===== src/rtl/entrada_operandos_pkg.sv =====
// Shared types and widths for the operand-entry controller.
// State codes double as the field indicator shown on the display.
package entrada_operandos_pkg;

  localparam int W_OPERANDO = 4;
  localparam int W_OP       = 3;

  typedef enum logic [2:0] {
    ST_A      = 3'd0,
    ST_B      = 3'd1,
    ST_OP     = 3'd2,
    ST_CIN    = 3'd3,
    ST_PRONTO = 3'd4
  } estado_t;

endpackage


===== src/rtl/entrada_operandos_debouncer_botao.sv =====
// One pushbutton path: 2-FF synchroniser, debounce counter and a one-cycle
// pulse on each accepted press (0->1 of the debounced level).
module debouncer_botao #(
  parameter int DEBOUNCE_CYCLES = 250000
) (
  input  logic clk,
  input  logic rst_n,
  input  logic btn,
  output logic pulse
);

  localparam int CW = $clog2(DEBOUNCE_CYCLES + 1);
  localparam logic [CW-1:0] CNT_LAST = CW'(DEBOUNCE_CYCLES - 1);
  localparam logic [CW-1:0] CNT_SAT  = CW'(DEBOUNCE_CYCLES);

  logic          sync1;
  logic          sync2;
  logic          level;
  logic [CW-1:0] cnt;

  always_ff @(posedge clk or negedge rst_n) begin
    if (!rst_n) begin
      sync1 <= 1'b0;
      sync2 <= 1'b0;
      level <= 1'b0;
      cnt   <= '0;
      pulse <= 1'b0;
    end else begin
      sync1 <= btn;
      sync2 <= sync1;
      pulse <= 1'b0;
      // Any cycle that agrees with the accepted level restarts the count.
      if (sync2 == level) begin
        cnt <= '0;
      end else if (cnt == CNT_LAST) begin
        level <= sync2;
        cnt   <= '0;
        pulse <= sync2;
      end else if (cnt != CNT_SAT) begin
        cnt <= cnt + 1'b1;
      end
    end
  end

endmodule


===== src/rtl/entrada_operandos.sv =====
// Operand-entry controller: three debounced buttons step through A, B, OP
// and Cin, then hold the completed entry with valid=1 in PRONTO.
module entrada_operandos
  import entrada_operandos_pkg::*;
#(
  parameter int DEBOUNCE_CYCLES = 250000,
  parameter int OP_MAX          = 6
) (
  input  logic                  clk,
  input  logic                  rst_n,
  input  logic                  btn_inc,
  input  logic                  btn_next,
  input  logic                  btn_clr,
  output logic [W_OPERANDO-1:0] A_out,
  output logic [W_OPERANDO-1:0] B_out,
  output logic [W_OP-1:0]       OP_out,
  output logic                  Cin_out,
  output logic [2:0]            campo,
  output logic [W_OPERANDO-1:0] valor_edit,
  output logic                  valid
);

  localparam logic [W_OP-1:0] OP_LAST = W_OP'(OP_MAX);

  logic pulse_inc;
  logic pulse_next;
  logic pulse_clr;

  debouncer_botao #(.DEBOUNCE_CYCLES(DEBOUNCE_CYCLES)) u_db_inc (
    .clk(clk), .rst_n(rst_n), .btn(btn_inc), .pulse(pulse_inc)
  );
  debouncer_botao #(.DEBOUNCE_CYCLES(DEBOUNCE_CYCLES)) u_db_next (
    .clk(clk), .rst_n(rst_n), .btn(btn_next), .pulse(pulse_next)
  );
  debouncer_botao #(.DEBOUNCE_CYCLES(DEBOUNCE_CYCLES)) u_db_clr (
    .clk(clk), .rst_n(rst_n), .btn(btn_clr), .pulse(pulse_clr)
  );

  estado_t               state_q;
  estado_t               state_d;
  logic [W_OPERANDO-1:0] a_d;
  logic [W_OPERANDO-1:0] b_d;
  logic [W_OP-1:0]       op_d;
  logic                  cin_d;
  logic [2:0]            campo_d;
  logic [W_OPERANDO-1:0] valor_d;
  logic                  valid_d;

  // State and every registered output update together, so campo/valor_edit
  // always describe the state currently held.
  always_ff @(posedge clk or negedge rst_n) begin
    if (!rst_n) begin
      state_q    <= ST_A;
      A_out      <= '0;
      B_out      <= '0;
      OP_out     <= '0;
      Cin_out    <= 1'b0;
      campo      <= '0;
      valor_edit <= '0;
      valid      <= 1'b0;
    end else begin
      state_q    <= state_d;
      A_out      <= a_d;
      B_out      <= b_d;
      OP_out     <= op_d;
      Cin_out    <= cin_d;
      campo      <= campo_d;
      valor_edit <= valor_d;
      valid      <= valid_d;
    end
  end

  // Pulse priority clr > next > inc; losing pulses are simply dropped.
  always_comb begin
    state_d = state_q;
    a_d     = A_out;
    b_d     = B_out;
    op_d    = OP_out;
    cin_d   = Cin_out;
    if (pulse_clr) begin
      state_d = ST_A;
      a_d     = '0;
      b_d     = '0;
      op_d    = '0;
      cin_d   = 1'b0;
    end else if (pulse_next) begin
      case (state_q)
        ST_A:      state_d = ST_B;
        ST_B:      state_d = ST_OP;
        ST_OP:     state_d = ST_CIN;
        ST_CIN:    state_d = ST_PRONTO;
        ST_PRONTO: state_d = ST_A;
        default:   state_d = ST_A;
      endcase
    end else if (pulse_inc) begin
      case (state_q)
        ST_A:    a_d   = A_out + 1'b1;
        ST_B:    b_d   = B_out + 1'b1;
        ST_OP:   op_d  = (OP_out >= OP_LAST) ? '0 : OP_out + 1'b1;
        ST_CIN:  cin_d = ~Cin_out;
        default: ;
      endcase
    end
  end

  always_comb begin
    campo_d = state_d;
    valid_d = (state_d == ST_PRONTO);
    valor_d = '0;
    case (state_d)
      ST_A:    valor_d = a_d;
      ST_B:    valor_d = b_d;
      ST_OP:   valor_d = {{(W_OPERANDO-W_OP){1'b0}}, op_d};
      ST_CIN:  valor_d = {{(W_OPERANDO-1){1'b0}}, cin_d};
      default: valor_d = '0;
    endcase
  end

endmodule


===== config.mk =====
export PLATFORM = sky130hd
export DESIGN_NAME = entrada_operandos
export DESIGN_NICKNAME = d
export VERILOG_FILES = /design/src/rtl/entrada_operandos_pkg.sv /design/src/rtl/entrada_operandos_debouncer_botao.sv /design/src/rtl/entrada_operandos.sv
export SDC_FILE = /design/constraint.sdc
export NUM_CORES = 1
export LEC_CHECK = 0
export ABC_AREA = 1
export CORE_UTILIZATION = 60
export DETAILED_ROUTE_END_ITERATION = 6
export GPL_ROUTABILITY_DRIVEN = 1
export MAX_ROUTING_LAYER = met4
export PLACE_DENSITY = 0.89
export SLEW_MARGIN = 20
export SYNTH_ARGS = -nofsm -noshare
export SYNTH_HDL_FRONTEND = slang
export SYNTH_SLANG_ARGS = --single-unit

===== constraint.sdc =====
create_clock -name clk -period 1.6 [get_ports clk]
set_input_delay 0.24 -clock clk [delete_from_list [all_inputs] [get_ports clk]]
set_output_delay 0.24 -clock clk [all_outputs]
set_load 0.01 [all_outputs]

---- Word-level counts from Yosys, hierarchy flattened ----
Cells that the tools add are included.
word-level totals
  flip-flop bits (word level) ............. 86
  input port bits ......................... 5
  word-level logic and storage cells ...... 93
operators by class
  $add $sub $neg .......................... 6
  $lt $le $gt $ge ......................... 1
  equal/unequal tests ..................... 16
  mux-type cells .......................... 36
  bitwise gates (word level) .............. 4
  reductions and logical operators ........ 8
operators by type and width
  kind                     number
  $mux W18                 9
  $add A18 B1 Y18 const B  3
  $eq A18 B18 Y1 const B   3
  $ne A18 B18 Y1 const B   3
  $mux W4                  8
  $mux W3                  7
  $pmux W4 S4              1
  $eq A3 B2 Y1 const B     4
  $pmux W3 S4              1
  $mux W1                  10
  $reduce_bool A3 Y1       3
  $add A4 B1 Y4 const B    2
  $eq A3 B1 Y1 const B     2
  $logic_not A3 Y1         2
  $reduce_and A2 Y1        3
  $not A1 Y1               4
  $add A3 B1 Y3 const B    1
  $eq A1 B1 Y1             3
  $eq A3 B3 Y1 const B     1
  $ge A3 B3 Y1 const B     1

---- Logic depth before layout (Yosys ltp) ----
  depth after elaboration ................. 7
  depth in mapped cells ................... 11
  depth with buffers taken out ............ 10

---- By module ----
Synthesis repeated with hierarchy kept, for this count alone.
unflattened totals
  cells, all modules ...................... 676
  area total of the unflattened synthesis .. 5019.8 sq um
by module, submodules not included
  module                          times used  cells each  area an instance (sq um)  seq. area each (sq um)
  debouncer_botao (u_db_clr ...)  2           172         1271.2                    550.5
  debouncer_botao (u_db_inc)      1           170         1276.2                    550.5
  entrada_operandos               1           162         1201.2                    500.5

---- Worst setup path after synthesis ----
Ideal clock, no wire load.
  path type ............................... register to register
  from .................................... register u_db_clr.cnt[0]
  to ...................................... register u_db_clr.cnt[2]
  arrival ................................. 1.329 ns
  required time ........................... 1.487 ns
  setup slack ............................. 0.158 ns
  stages on the path, launching flop included .. 11
  period minus slack after synthesis ...... 1.442 ns
  cells stage by stage .................... dfrtp_1 ha_1 nand2_1 inv_1 nand2_1 nor3_2 nand3_2 nand2_2 nor2_1 nand2_1 inv_1
on the way
  cells in the longest elaborated chain, start to end .. 4
  elaborated cells between the ends (all ways) .. 7
  those cells by class .................... add/sub (1); eq/ne (2); mux (3); reduce/logical (1)
ends and longest elaborated chain
  item                      line                                     source
  start: declaration        entrada_operandos_debouncer_botao.sv:19  logic [CW-1:0] cnt;
  start signal: assignment  entrada_operandos_debouncer_botao.sv:40  cnt <= cnt + 1'b1;
  $add A18 B1 Y18           entrada_operandos_debouncer_botao.sv:40
  $mux W18                  entrada_operandos_debouncer_botao.sv:39  end else if (cnt != CNT_SAT) begin
  $mux W18                  entrada_operandos_debouncer_botao.sv:35  end else if (cnt == CNT_LAST) begin
  $mux W18                  entrada_operandos_debouncer_botao.sv:33  if (sync2 == level) begin
Parallel ways exist; a longest one is shown, timed or not. The select of a mux whose other input is x is not followed.
A chain may end at the register's enable or synchronous reset.

---- Worst setup path in the final report ----
  from .................................... register state_q[1]
  to ...................................... register valor_edit[3]
on the way
  cells in the longest elaborated chain, start to end .. 6
  elaborated cells between the ends (all ways) .. 20
  those cells by class .................... eq/ne (6); mux (12); reduce/logical (2)
ends and longest elaborated chain
  item                                           line                                              source
  start: declaration                             entrada_operandos.sv:39                           estado_t state_q;
  start signal: assignment                       entrada_operandos.sv:62                           state_q <= state_d;
  $eq A3 B2 Y1 (tied with other cells)           entrada_operandos.sv:87                           case (state_q)
  $pmux W3 S4 / $mux W4 (equally long branches)  entrada_operandos.sv:87, entrada_operandos.sv:96
  $mux W3 / $mux W4 (equally long branches)      entrada_operandos.sv:86, entrada_operandos.sv:95
  $mux W3 / $mux W4 (equally long branches)      entrada_operandos.sv:80, entrada_operandos.sv:86
  $eq A3 B2 Y1 (tied with other cells)           entrada_operandos.sv:110                          case (state_d)
  $pmux W4 S4 (*)                                entrada_operandos.sv:110
  net valor_d[3]                                 entrada_operandos.sv:46                           logic [W_OPERANDO-1:0] valor_d;
  end signal: assignment                         entrada_operandos.sv:68                           valor_edit <= valor_d;
  end: declaration                               entrada_operandos.sv:19                           output logic [W_OPERANDO-1:0] valor_edit,
The timed path passes the listed nets; every way through them passes the cells marked *.

==> flow_summary.json <==
{
  "status": "finished, final reports clean",
  "crit_slowest_cell": "dfrtp_2",
  "area_growth_pct": 18.2,
  "die_h_um": 92.5,
  "die_w_um": 92.5,
  "power_density_mw_per_mm2": 674,
  "synth_area_mm2": 0.00491,
  "layout-drive-gt1-share_pct": 18.7,
  "synthAdderAreaFrac_pct": 2.55,
  "critical_path_depth": 8,
  "core.rowCount": 32,
  "synthCells": 637,
  "min_period_ns": 1.58,
  "dp_hpwl_um": 8110,
  "rrSetupSlack_ns": 0.02,
  "drt_iter0_drc": 312,
  "worstReg2RegStart": "state_q[1]",
  "drtAntennaViolNets": 0,
  "seqCellArea_mm2": 0.00216,
  "critPathMaxFanout": 6,
  "crit_buf_inv": 1,
  "timing.fmax_mhz": 633,
  "place_inst": 772,
  "coreArea_mm2": 0.00781,
  "min-delay-path-class": "input pin to flip-flop",
  "ys_seq_area_share_pct": 43.8,
  "numCtsBuffers": 9,
  "path_clk_slew_ns": 0.10,
  "period_share_pct": 98.8,
  "cp_top_family": "simple AND/OR/NAND/NOR gates",
  "track_usage_pct": 28.9,
  "final_common_cell": "nand2_1",
  "r2r_cells": 8,
  "wl_per_cell_um": 14.4,
  "final_util_pct": 74.4,
  "cp-start-kind": "flip-flop",
  "startpoint": "state_q[1]",
  "synth_cell_types": 38,
  "synth_top_family_by_area": "simple AND/OR/NAND/NOR gates",
  "critPathKind": "flip-flop to flip-flop",
  "yosys.area_share.simple_pct": 37.0,
  "finalClockSkew_ns": 0.0114,
  "antenna_cells": 0,
  "antenna_found_initial": 0,
  "drt-vias-per-instance": 5.60,
  "io_buffers": 24,
  "fin_cells": 809,
  "p_leak_nw": 2.70,
  "n_fill_cell": 564,
  "hold_viol_final": 0,
  "worstMarginPinSlew_ns": 0.423,
  "die-area_mm2": 0.00855,
  "path_cells": "buf_4 -> nor2_4 -> nand2_4 -> nor2_4 -> nand3_1 -> a21oi_2 -> nand3_1 -> nand2_1",
  "h-tree-depth": 3,
  "cts.sinks": 86,
  "finalNetCount": 717,
  "multi_input_area_mm2": 0.00245,
  "grt_overflow": 0,
  "routed_wl_um": 11600,
  "clockBufferDepth": 2,
  "synth_compound_area_share_pct": 4.36,
  "initial_core_util_pct": 62.9,
  "synth.avg_cell_area_um2": 7.71,
  "synthXorXnorAreaFrac_pct": 4.41,
  "drv_slew": 0,
  "yosys_register_bits": 86,
  "setup_violations": 0,
  "first_pass_iters": 5,
  "mostFrequentLayoutCells": "nand2_1, nor2_1, dfrtp_1",
  "crit_required_ns": 1.90,
  "drc": 0,
  "grt_pass1_wl_um": 19000,
  "maxCapViolCount": 0,
  "clk_latency_ns": 0.37,
  "gp_congestion": 0.922,
  "cpPeakStageDelay_ns": 0.42,
  "ys_warn_count": 0,
  "synth_mux_area_share_pct": 0,
  "max_slew_margin_pct": 71.6,
  "syn_nets": 652,
  "worst_ep_arrival_time_ns": 1.88,
  "peakVddDrop_v": 0.000522,
  "via_count": 4528,
  "cts_tree": "built",
  "io_pins": 25,
  "critPathCapture": "valor_edit[3]",
  "finalPower_mw": 3.91,
  "cts_root_buffer": "clkbuf_8",
  "grt_setup_unrepaired": "true",
  "end_kind": "flip-flop",
  "grt_start_max_net_pins": 33,
  "r2r_end": "valor_edit[3]",
  "grt_pass1_vias": 4283
}
-- cell type report --
cell class                      instances  area share [%]
Timing Repair Buffer                   57            8.92
Multi-Input combinational cell        453            42.2
Clock inverter                          6           0.797
Tap cell                              102            2.20
Clock buffer                           10            2.37
Inverter                               95            6.27
Sequential cell                        86            37.2
-- cell families after synthesis --
| family | after synthesis |
|---|---|
| xor+xnor | 23 |
| compound gates | 39 |
| flops | 86 |
| simple gates | 381 |
| buf+inv | 98 |
| fa+ha+maj | 10 |
-- what timing repair did --
item,4_1_cts,5_1_grt
endpoints found under the hold margin,28,0
endpoints found under the setup margin,7,45
pin swaps,1,7
resized for setup,6,29
buffers inserted,6,14
hold buffers,1,0
-- stage by stage --
stage / TNS [ns] / hold WS (ns) / setup WS (ns) / area (um2)
2_1_floorplan: 0 / -0.0556 / 0.158 / 4910
3_3_place_gp: 0 / 0.205 / 0.134 / 5360
3_5_place_dp: 0 / 0.214 / 0.0178 / 5360
4_1_cts: 0 / 0.307 / 0.00570 / 5600
5_1_grt: -0.211 / 0.310 / -0.0488 / 5810
6_report: 0 / 0.308 / 0.0194 / 5810
-- state kept, by name (all words and copies together), names as in the netlist, 3 cells and up --
signal,count
OP_out,3
B_out,4
u_db_next.cnt,18
u_db_clr.cnt,18
state_q,3
u_db_inc.cnt,18
valor_edit,4
A_out,4
-- power breakdown --
part | switching [mW] | total [mW] | internal, mW | leakage [nW]
Sequential | 0.0268 | 2.22 | 2.20 | 1.17
Combinational | 0.139 | 0.220 | 0.0816 | 1.44
Clock | 0.853 | 1.47 | 0.615 | 0.0889
-- cells in the mapped netlist, drive strengths merged --
master | number | area, um2
nand2 | 137 | 539
nor2 | 126 | 561
inv | 93 | 349
dfrtp | 86 | 2150
nand3 | 52 | 290
nor3 | 31 | 196
nand4 | 26 | 169
a21oi | 21 | 109
xor2 | 18 | 158
o21ai | 13 | 65.1
ha | 10 | 125
xnor2 | 5 | 58.8
nand3b | 4 | 30.0
buf | 3 | 23.8
clkinv | 2 | 12.5
nor4 | 2 | 12.5
o21bai | 2 | 15.0
a31o | 1 | 8.76
a31oi | 1 | 6.26
and2 | 1 | 6.26
nor3b | 1 | 7.51
o211a | 1 | 10.0
or2 | 1 | 6.26
-- per-layer routing --
metal	vias up	GRT usage [%]	part of all wire, %
met5	-	-	0
met4	0	11.7	2.7
met3	34	4.11	5.5
met2	190	47.1	50
met1	2143	36.6	42
li1	2161	-	-
-- worst reg2reg max path: stages (launching register included) --
cell     delay [ns]
dfrtp_2        0.42
buf_4          0.16
nor2_4         0.15
nand2_4        0.09
nor2_4         0.17
nand3_1        0.14
a21oi_2        0.18
nand3_1        0.11
nand2_1        0.09
-- worst min-delay path by stage --
stage / from / endpoint / slack [ns] / cells after the start
3_3_place_gp: rst_n / OP_out[2] / 0.20 / 1
2_1_floorplan: rst_n / A_out[0] / -0.06 / 0
3_5_place_dp: rst_n / OP_out[2] / 0.21 / 1
6_report: btn_inc / u_db_inc.sync1 / 0.31 / 1
5_1_grt: btn_clr / u_db_clr.sync1 / 0.31 / 1
4_1_cts: btn_next / u_db_next.sync1 / 0.31 / 1
Note: power is estimated with default switching activity, not from simulation.
